===== src/rtl/arb_pkg.sv =====
// Shared definitions for the round-robin arbiter: default requester count,
// index width and the two-state grant FSM encoding.
package arb_pkg;
    localparam int ARB_N     = 8;
    localparam int ARB_IDX_W = $clog2(ARB_N);

    typedef enum logic {
        IDLE = 1'b0,
        BUSY = 1'b1
    } arb_state_t;
endpackage


===== src/rtl/pe_onehot.sv =====
// MSB-first priority encoder: returns the highest set bit of i_vec as a
// one-hot vector, or zero when i_vec is zero.
module pe_onehot #(
    parameter int N = 8
) (
    input  logic [N-1:0] i_vec,
    output logic [N-1:0] o_onehot
);
    always_comb begin
        o_onehot = '0;
        // Later (higher) indices overwrite earlier ones, so the MSB wins.
        for (int i = 0; i < N; i++) begin
            if (i_vec[i]) begin
                o_onehot    = '0;
                o_onehot[i] = 1'b1;
            end
        end
    end
endmodule


===== src/rtl/rr_arbiter.sv =====
// Round-robin arbiter with registered one-hot grant, zero-bubble handoff and
// a per-grant hold limit of MAX_HOLD cycles.
module rr_arbiter
    import arb_pkg::*;
#(
    parameter int N        = ARB_N,
    parameter int MAX_HOLD = 16
) (
    input  logic                 clk,
    input  logic                 rst_n,
    input  logic [N-1:0]         req,
    input  logic                 done,
    output logic [N-1:0]         gnt,
    output logic [$clog2(N)-1:0] gnt_idx,
    output logic                 busy
);
    localparam int IW = $clog2(N);
    localparam int HW = (MAX_HOLD > 1) ? $clog2(MAX_HOLD) : 1;
    localparam logic [HW-1:0] HOLD_LAST = HW'(MAX_HOLD - 1);

    arb_state_t    r_state, w_state_nxt;
    logic [N-1:0]  r_gnt, w_gnt_nxt;
    logic [IW-1:0] r_gnt_idx, w_idx_nxt;
    logic [IW-1:0] r_ptr, w_ptr_nxt;
    logic [HW-1:0] r_hold, w_hold_nxt;

    logic [N-1:0]  w_mask, w_req_m, w_win_m, w_win_u, w_win;
    logic [IW-1:0] w_win_idx;
    logic          w_release;

    // Bits strictly below the last grantee get first pick on the next grant.
    always_comb begin
        w_mask = '0;
        for (int i = 0; i < N; i++) w_mask[i] = (i < int'(r_ptr));
    end

    assign w_req_m = req & w_mask;

    pe_onehot #(.N(N)) u_pe_masked   (.i_vec(w_req_m), .o_onehot(w_win_m));
    pe_onehot #(.N(N)) u_pe_unmasked (.i_vec(req),     .o_onehot(w_win_u));

    assign w_win = (|w_req_m) ? w_win_m : w_win_u;

    always_comb begin
        w_win_idx = '0;
        for (int i = 0; i < N; i++) begin
            if (w_win[i]) w_win_idx = w_win_idx | IW'(i);
        end
    end

    // done, a dropped request and the hold limit all collapse into one release.
    assign w_release = (r_state == BUSY) &&
                       (done || !(|(req & r_gnt)) || (r_hold == HOLD_LAST));

    always_comb begin
        w_state_nxt = r_state;
        w_gnt_nxt   = r_gnt;
        w_idx_nxt   = r_gnt_idx;
        w_ptr_nxt   = r_ptr;
        w_hold_nxt  = r_hold;
        if ((r_state == IDLE || w_release) && (|req)) begin
            w_state_nxt = BUSY;
            w_gnt_nxt   = w_win;
            w_idx_nxt   = w_win_idx;
            w_ptr_nxt   = w_win_idx;
            w_hold_nxt  = '0;
        end else if (w_release) begin
            w_state_nxt = IDLE;
            w_gnt_nxt   = '0;
            w_idx_nxt   = '0;
            w_hold_nxt  = '0;
        end else if (r_state == BUSY && r_hold != HOLD_LAST) begin
            w_hold_nxt = r_hold + 1'b1;
        end
    end

    always_ff @(posedge clk or negedge rst_n) begin
        if (!rst_n) begin
            r_state   <= IDLE;
            r_gnt     <= '0;
            r_gnt_idx <= '0;
            r_ptr     <= '0;
            r_hold    <= '0;
        end else begin
            r_state   <= w_state_nxt;
            r_gnt     <= w_gnt_nxt;
            r_gnt_idx <= w_idx_nxt;
            r_ptr     <= w_ptr_nxt;
            r_hold    <= w_hold_nxt;
        end
    end

    assign gnt     = r_gnt;
    assign gnt_idx = r_gnt_idx;
    assign busy    = (r_state == BUSY);
endmodule


===== config.mk =====
export PLATFORM = sky130hd
export DESIGN_NAME = rr_arbiter
export DESIGN_NICKNAME = d
export VERILOG_FILES = /design/src/rtl/arb_pkg.sv /design/src/rtl/pe_onehot.sv /design/src/rtl/rr_arbiter.sv
export SDC_FILE = /design/constraint.sdc
export NUM_CORES = 1
export LEC_CHECK = 0
export BUFFER_PORTS_ARGS = -buffer_cell sky130_fd_sc_hd__buf_2
export CAP_MARGIN = 20
export CORE_MARGIN = 1.5
export CORE_UTILIZATION = 30
export DETAILED_ROUTE_END_ITERATION = 10
export GPL_ROUTABILITY_DRIVEN = 0
export GPL_TIMING_DRIVEN = 1
export MAX_ROUTING_LAYER = met4
export PLACE_DENSITY = 0.44
export SYNTH_ARGS = -nofsm -noshare
export SYNTH_HDL_FRONTEND = slang
export SYNTH_SLANG_ARGS = --single-unit

===== constraint.sdc =====
create_clock -name clk -period 4.1 [get_ports clk]
set_clock_uncertainty 0.15 [all_clocks]
set_input_delay 0.41 -clock clk [delete_from_list [all_inputs] [get_ports clk]]
set_output_delay 0.41 -clock clk [all_outputs]
set_load 0.05 [all_outputs]

==> results.cfg, run 1 <==
[sta]
setup_viol = 0
setup_tns_ps = 0
grt_setup_unrepaired = no
slew_headroom_pct = 36.3
period_share_pct = 53.9
finalHoldViolCount = 0
fmax_mhz = 452
slew_viol_final = 0
setup_slack_ps = 1890
tightest_slew_ps = 956
whs_ps = 357
period_needed_ps = 2210

[layout]
nets = 162
fill_cells = 416
diodes = 0
area_growth_pct = 14.7
final_layout_size_suffix_gt1_share_pct = 27.5
final_core_util_pct = 35.8
final-instance-count-excl-fill = 199

[worst_setup_path]
required_ps = 4080
r2r-end = gnt_idx[0]
critPathSlowestCell = dfrtp_1
path_buf_inv = 0
reg2reg_setup_slack_ps = 1890
path_cells = a21oi_1 > o211ai_4 > o2bb2ai_1 > a211oi_2 > o21ai_1
crit_path_end_kind = flop
max_stage_delay_ps = 680
crit_family = compound AO/OA/AOI/OAI gates
crit_fanout = 14
crit_path_start_kind = flop
cp.arrival_ps = 2190
regToRegStartpoint = r_ptr[2]
worstSetupPathType = reg -> reg
r2r_cells = 5

[clock_network]
cts_inserted_buffers = 3
post-cts-setup-buffer-count = 0
cts.sinks = 19
clk_pin_slew_ps = 70
htree_levels = 1
cts_resized = 0
cts_tree = done
ctsRootBufferMaster = clkbuf_8
cts_hold_buf = 1
clk_latency_ps = 250
cts_buffer_depth = 2

[die]
die_h_um = 67.6
num_io_pins = 23
die_area_sq_um = 4560
initial_core_util_pct = 31.2
dieWidth_um = 67.6
design.core.area_sq_um = 4000
row_count = 23

[yosys]
synth_top_area_share_pct = 38.0
syn_nets = 141
ys_top_cells_by_area = dfrtp_1 38%, nand2_1 5.4%, nor2_1 4.2%
synthTopCellsByCount = 19 x dfrtp_1, 18 x nand2_1, 14 x nor2_1
synth_area_leader_cell = dfrtp_1
synth-edff-count = 0
yosys_warnings = 0
syn_area_per_cell_sq_um = 9.69
yosysMostFrequentCell = dfrtp_1
synth-async-reset-ratio_pct = 100
ys_seq_area_share_pct = 38.0
yosys.cell_types.count = 49
synthFlopType = dfrtp_1
synth_seq_cells = 19
mappedNetlistArea_sq_um = 1250
syn-instance-count = 129

[global_routing]
use_met1_pct = 21.6
overflow = 0
grt_pass1_vias = 1017
track_usage_pct = 16.3
grt_max_degree = 20
met3_usage_pct = 4.17
grt_pass1_wl_um = 5180
busiest_layer = met2
gr-usage-met2_pct = 24.8
antenna_found_initial = 0

[min_path]
hp-class = reg -> reg
hold_start = gnt_idx[1]
whs_endpoint = gnt_idx[1]
holdPathStages = 2

[power_and_ir_drop]
power_leakage_nw = 0.610
sw_frac_of_total_pct = 53.1
p_switching_w = 0.000599
ir_drop_uv = 333
cellPowerDensity_nw_per_um2 = 788
pwr-share-clk_pct = 11.5
p_int_w = 0.000530
seq_power_share_pct = 31.4
combinationalPowerShare_pct = 57.0

[placed_design]
place_ws_ps = 1620
dp_hpwl_um = 2540
dp.cells = 194
port_buffers = 22

[routing]
first_pass_iters = 4
wl_per_cell_um = 16.4
wl_um = 3270
drtIter0Drc = 41
ant_nets = 0
drc = 0
routed-via-count = 1094
via_per_inst = 5.50

[job]
timing.max_cap.violations = 0

[status]
status = complete, no violations
## kinds of logic (layout without fill, tap and decap cells)
kind of cell / Yosys count / count (layout) / share of synthesized area (%)
AO/OA/AOI/OAI: 49 / 49 / 35.5
multiplexers: 2 / 2 / 1.70
flip-flops: 19 / 19 / 38.0
adder cells (fa/ha/maj): 1 / 1 / 1.00
buffers and inverters: 8 / 28 / 3.80
AND/OR/NAND/NOR: 50 / 50 / 19.9
## metal layers
| metal | vias to the layer above | share of wire, % |
|---|---|---|
| met5 | - | 0 |
| met4 | 0 | 0.70 |
| met3 | 5 | 6.9 |
| met2 | 35 | 43 |
| met1 | 517 | 49 |
| li1 | 537 | - |
## cells in the final DEF (no fill, tap or decap), drive strengths merged, types with 3 or more instances in the layout
master / netlist / routed
o31ai: 5 / 5
nor2: 14 / 14
buf: 7 / 22
clkbuf: 0 / 4
a21oi: 4 / 4
a22o: 5 / 5
dfrtp: 19 / 19
nand2: 19 / 19
a22oi: 4 / 4
o211ai: 3 / 3
nand3: 6 / 6
o21ai: 10 / 10
## through the flow
step / total power, W / cell area, sq um
after floorplan: 0.000867 / 1250
after detailed placement: 0.00100 / 1380
final: 0.00113 / 1430
after CTS: 0.00114 / 1430
after global placement: 0.000998 / 1380
after global routing: 0.00120 / 1430
## cell type report
class                           instances  area [sq um]  share of cell area [%]
Multi-Input combinational cell        102           727                    50.7
Sequential cell                        19           475                    33.2
Timing Repair Buffer                   23           120                    8.38
Tap cell                               50          62.6                    4.36
Clock buffer                            4          45.0                    3.14
Inverter                                1          3.75                   0.262
## power groups by stage
stage | Sequential, W | Combinational (W) | Clock (W)
6_report | 0.000355 | 0.000644 | 0.000130
5_1_grt | 0.000366 | 0.000695 | 0.000144
4_1_cts | 0.000353 | 0.000648 | 0.000135
3_5_place_dp | 0.000356 | 0.000645 | 0
3_3_place_gp | 0.000352 | 0.000646 | 0
2_1_floorplan | 0.000460 | 0.000407 | 0
## state kept, by name, indices dropped and copies added (netlist names)
| register | count |
|---|---|
| gnt | 8 |
| busy | 1 |
| gnt_idx | 3 |
| r_hold | 4 |
| r_ptr | 3 |
## worst min-delay path: stages, from the launching register on
cell and delay (ps):
dfrtp_1 350, a32oi_1 60, o21ai_1 70
## worst max-delay path by stage
stage | start | to | slack [ps] | cells past startpoint
2_1_floorplan | gnt[4] | gnt[0] | 2190 | 5
3_3_place_gp | req[4] | gnt[5] | 1600 | 5
3_5_place_dp | req[4] | gnt[5] | 1620 | 5
4_1_cts | req[4] | gnt[5] | 1890 | 5
5_1_grt | req[4] | gnt[4] | 1740 | 6
6_report | r_ptr[2] | gnt_idx[0] | 1890 | 5
No activity file was read; power rests on OpenSTA's default activity.
==> run 2, diff against run 1 <==
--- a/config.mk
+++ b/config.mk
@@ -13,7 +13,7 @@
 export GPL_ROUTABILITY_DRIVEN = 0
 export GPL_TIMING_DRIVEN = 1
 export MAX_ROUTING_LAYER = met4
-export PLACE_DENSITY = 0.44
+export PLACE_DENSITY = 0.46
 export SYNTH_ARGS = -nofsm -noshare
 export SYNTH_HDL_FRONTEND = slang
 export SYNTH_SLANG_ARGS = --single-unit
==> constraint.sdc (replaced) <==
create_clock -name clk -period 1.9 [get_ports clk]
set_clock_uncertainty 0.15 [all_clocks]
set_input_delay 0.19 -clock clk [delete_from_list [all_inputs] [get_ports clk]]
set_output_delay 0.19 -clock clk [all_outputs]
set_load 0.05 [all_outputs]
==> run 2 against run 1 <==
Against the previous run: the run now ends with setup timing left; critical path depth up 2; worst setup slack worse by 2000 ps; register-to-register slack worse by 2000 ps; wire length up 20%; critical path type unchanged; critical endpoint is now r_ptr[2]; largest power group unchanged.
==> results.cfg, run 2 (synthesis gave the netlist of run 1 again) <==
[worst_setup_path]
r2r_cells = 7
crit_start = r_ptr[2]
max_stage_delay_ps = 420
crit_path_start_kind = flop
regToRegStartpoint = r_ptr[2]
crit_path_end_kind = flop
critPathSlowestCell = o41ai_4
cp.arrival_ps = 2040
worstSetupPathType = reg -> reg
crit_top_cell = o31ai_4
crit_fanout = 6
path_cells = buf_12 > o31ai_4 > o211ai_4 > o41ai_4 > buf_4 > o31ai_4 > nand2_1
required_ps = 1950
r2r-end = r_ptr[2]
reg2reg_setup_slack_ps = -80

[routing]
via_per_inst = 5.43
drc = 0
wl_um = 3910
drtIter0Drc = 66
routed-via-count = 1249
first_pass_iters = 4
ant_nets = 0
wl_per_cell_um = 17.0

[global_routing]
grt_max_degree = 20
overflow = 0
antenna_found_initial = 0
grt_pass1_vias = 1220
grt_pass1_wl_um = 6090
track_usage_pct = 18.4

[clock_network]
htree_levels = 1
ctsRootBufferMaster = clkbuf_8
clk_pin_slew_ps = 80
cts.sinks = 19
cts_inserted_buffers = 3
clk_latency_ps = 260
cts_tree = done
cts_buffer_depth = 2

[min_path]
hp-class = in -> reg
whs_endpoint = gnt[2]
holdPathStages = 3
hold_start = req[2]

[sta]
setup_tns_ps = -290
slew_viol_final = 0
fmax_mhz = 504
tightest_slew_ps = 453
period_needed_ps = 1980
setup_viol = 6
slew_headroom_pct = 69.8
grt_setup_unrepaired = yes
period_share_pct = 104
finalHoldViolCount = 0
setup_slack_ps = -84.6
whs_ps = 113

[die]
design.core.area_sq_um = 4000
dieWidth_um = 67.6
num_io_pins = 23
die_area_sq_um = 4560
initial_core_util_pct = 31.2
die_h_um = 67.6
row_count = 23

[placed_design]
port_buffers = 22
dp.cells = 215
dp_hpwl_um = 2790
placed_cell_area_sq_um = 1550

[layout]
mostFrequentLayoutCells = 25 x buf_4, 22 x buf_2, 18 x nand2_1, 15 x dfrtp_1, 13 x nor2_1
final_common_cell = buf_4
final_area_sq_um = 1860
final_core_util_pct = 46.4
final-instance-count-excl-fill = 230
largest_reg_flops = 8
final_layout_size_suffix_gt1_share_pct = 49.4
area_growth_pct = 48.5
diodes = 0
nets = 193

[job]
timing.max_cap.violations = 0

[power_and_ir_drop]
power_leakage_nw = 0.795
ir_drop_uv = 1090
cellPowerDensity_nw_per_um2 = 1740

[status]
violations = setup timing
status = finished, violations left
run 2: cell types whose count changed in the layout (fill, tap and decap cells not counted), sizes merged:
cell and change:
clkinvlp +1, buf +31, clkbuf -1
run 2: what timing repair did:
action / 4_1_cts / 5_1_grt
hold buffers: 1 / 0
setup endpoints to repair: 7 / 11
gates resized for setup: 15 / 13
pin swaps: 7 / 10
hold endpoints to repair: 19 / 0
setup buffers: 7 / 4
run 2: layout make-up:
type,count,area (sq um)
inverters,1,3.75
well taps,50,62.6
flip-flops and latches,19,480
clock inverters,1,7.51
fillers,379,2140
repair buffers,54,393
clock buffers,3,41.3
multi-input cells,102,868
run 2: where the power goes:
part | internal (W) | switching (W) | total [W]
clock network | 0.000148 | 0.000145 | 0.000293
registers | 0.000561 | 0.000148 | 0.000709
logic | 0.000943 | 0.00128 | 0.00223
run 2: worst max path at each step:
| stage | end | depth (start not counted) |
|---|---|---|
| 2_1_floorplan | gnt[0] | 5 |
| 3_5_place_dp | gnt_idx[2] | 6 |
| 5_1_grt | gnt_idx[2] | 7 |
| 3_3_place_gp | gnt_idx[2] | 6 |
| 6_report | r_ptr[2] | 7 |
| 4_1_cts | gnt_idx[2] | 7 |
run 2: critical path: cells and delay by family (launching register included):
| kind | cells | cell delay, ps |
|---|---|---|
| and+or+nand+nor | 1 | 90 |
| DFF | 1 | 410 |
| AOI/OAI and AO/OA | 4 | 940 |
| buffers and inverters | 2 | 330 |
run 2: through the flow:
stage	setup slack [ps]	total power (W)
finish	-84.6	0.00323
global route	-186	0.00343
CTS	-87.9	0.00301
detailed placement	-259	0.00244
global placement	-205	0.00243
floorplan	11.0	0.00187
run 2: layer usage:
metal  GRT usage (%)  up-vias  wire length [um]
met3            3.83        6               205
met1            24.4      608              1710
met5               -        -                 0
met2            29.7       37              1940
met4            2.55        0                54
li1                -      598                 -
==> run 3, diff against run 2 <==
--- a/config.mk
+++ b/config.mk
@@ -12,8 +12,9 @@
 export DETAILED_ROUTE_END_ITERATION = 10
 export GPL_ROUTABILITY_DRIVEN = 0
 export GPL_TIMING_DRIVEN = 1
+export HOLD_SLACK_MARGIN = 0.06
 export MAX_ROUTING_LAYER = met4
-export PLACE_DENSITY = 0.46
+export PLACE_DENSITY = 0.44
 export SYNTH_ARGS = -nofsm -noshare
 export SYNTH_HDL_FRONTEND = slang
 export SYNTH_SLANG_ARGS = --single-unit
==> constraint.sdc (replaced) <==
create_clock -name clk -period 2.3 [get_ports clk]
set_clock_uncertainty 0.15 [all_clocks]
set_input_delay 0.23 -clock clk [delete_from_list [all_inputs] [get_ports clk]]
set_output_delay 0.23 -clock clk [all_outputs]
set_load 0.05 [all_outputs]
==> run 3 against run 2 <==
Against the previous run: utilization is 10 points lower; clock power shrank 22%; worst hold slack improved by 53 ps; critical endpoint is now gnt_idx[2]; first-iteration DRC count increased by 18%; largest power group unchanged; die area stayed put; cell count down 12%; combinational power fell by 47%; sequential power decreased by 13%; the run now ends clean.
==> results.cfg, run 3 (synthesis gave the netlist of run 1 again) <==
[status]
status = complete, no violations

[global_routing]
gr-usage-met2_pct = 22.9
antenna_found_initial = 0
grt_pass1_vias = 1054
grt_max_degree = 20
met3_usage_pct = 4.33
track_usage_pct = 16.7
use_met1_pct = 24.1
grt_pass1_wl_um = 5450
overflow = 0
busiest_layer = met1

[layout]
fill_cells = 403
largest_reg_flops = 8
mostFrequentLayoutCells = 22 x buf_2, 19 x dfrtp_1, 18 x nand2_1, 14 x nor2_1, 8 x o21ai_1
diodes = 0
area_growth_pct = 16.5
final_layout_size_suffix_gt1_share_pct = 28.9
final_common_cell = buf_2
seq_area_sq_um = 475
final_core_util_pct = 36.4
multi_input_area_sq_um = 727
nets = 165

[clock_network]
htree_levels = 1
cts_buffer_depth = 2
clk_pin_slew_ps = 70
cts.sinks = 19
cts_inserted_buffers = 3
cts_resized = 0
clk_latency_ps = 260
cts_tree = done
ctsRootBufferMaster = clkbuf_8

[routing]
via_per_inst = 5.57
routed-via-count = 1126
wl_um = 3190
drtIter0Drc = 78
drc = 0
first_pass_iters = 4
ant_nets = 0
wl_per_cell_um = 15.8

[power_and_ir_drop]
combinationalPowerShare_pct = 58.4
cellPowerDensity_nw_per_um2 = 1400
sw_frac_of_total_pct = 52.2
p_total_w = 0.00204
power_leakage_nw = 0.626
p_int_w = 0.000976
p_switching_w = 0.00107
pwr-share-clk_pct = 11.3
ir_drop_uv = 874
seq_power_share_pct = 30.3

[min_path]
hp-class = in -> reg

[sta]
finalHoldViolCount = 0
setup_tns_ps = 0
grt_setup_unrepaired = no
fmax_mhz = 482
setup_viol = 0
slew_viol_final = 0
tightest_slew_ps = 470
period_needed_ps = 2070
period_share_pct = 90.1
slew_headroom_pct = 68.6

[die]
row_count = 23
dieWidth_um = 67.6
die_area_sq_um = 4560
design.core.area_sq_um = 4000
num_io_pins = 23
initial_core_util_pct = 31.2
die_h_um = 67.6

[worst_setup_path]
crit_path_end_kind = flop
worstSetupPathType = reg -> reg
cp.arrival_ps = 2050
crit_path_start_kind = flop
crit_fanout = 11
required_ps = 2270

[job]
timing.max_cap.violations = 0

[placed_design]
dp_hpwl_um = 2470
port_buffers = 22
==> run 3: routing by layer <==
metal / up-vias / wire, um
met2: 42 / 1420
met3: 4 / 203
met4: 0 / 30
met1: 540 / 1540
met5: - / 0
li1: 540 / -
==> run 3: what timing repair did <==
item | CTS | global route
hold buffers | 1 | 0
endpoints found under the hold margin | 19 | 0
buffers inserted | 0 | 0
==> run 3: worst max-delay path: stages (launching register included) <==
cell,delay [ps]
dfrtp_1,600
buf_4,210
a21oi_2,60
o211ai_4,320
o32ai_1,160
o31ai_1,350
nand2_1,100
==> run 3: power by group through the flow <==
| stage | Combinational [W] | Clock (W) | Sequential [W] |
|---|---|---|---|
| final | 0.00119 | 0.000230 | 0.000619 |
| after floorplan | 0.000726 | 0 | 0.000820 |
| after global placement | 0.00120 | 0 | 0.000620 |
| after detailed placement | 0.00119 | 0 | 0.000622 |
| after global routing | 0.00130 | 0.000256 | 0.000640 |
| after CTS | 0.00120 | 0.000242 | 0.000616 |
==> run 3: layout make-up <==
type                    count  share of cell area, %
flip-flops and latches     19                   32.6
multi-input cells         102                   49.9
clock buffers               4                   3.09
inverters                   1                  0.258
well taps                  50                   4.30
repair buffers             26                   9.79
==> run 3: through the flow <==
stage,hold slack [ps],area [sq um],setup WS [ps],std cells
2_1_floorplan,-216,1250,388,129
3_3_place_gp,44.3,1400,266,197
3_5_place_dp,53.0,1400,264,197
4_1_cts,153,1460,244,202
5_1_grt,169,1460,71.6,202
6_report,166,1460,227,202
==> run 3: worst paths after layout <==
| kind | startpoint | end | slack [ps] | depth (start not counted) |
|---|---|---|---|---|
| worst max-delay path | r_ptr[2] | gnt_idx[2] | 230 | 6 |
| worst min-delay path | req[2] | gnt[2] | 170 | 3 |
| worst max register to register | r_ptr[2] | gnt_idx[2] | 230 | 6 |
| worst min register to register | gnt_idx[2] | gnt_idx[2] | 330 | 2 |
| max in group asynchronous | rst_n | gnt_idx[0] | 1410 | 2 |
| min in group asynchronous | rst_n | gnt[6] | 280 | 2 |
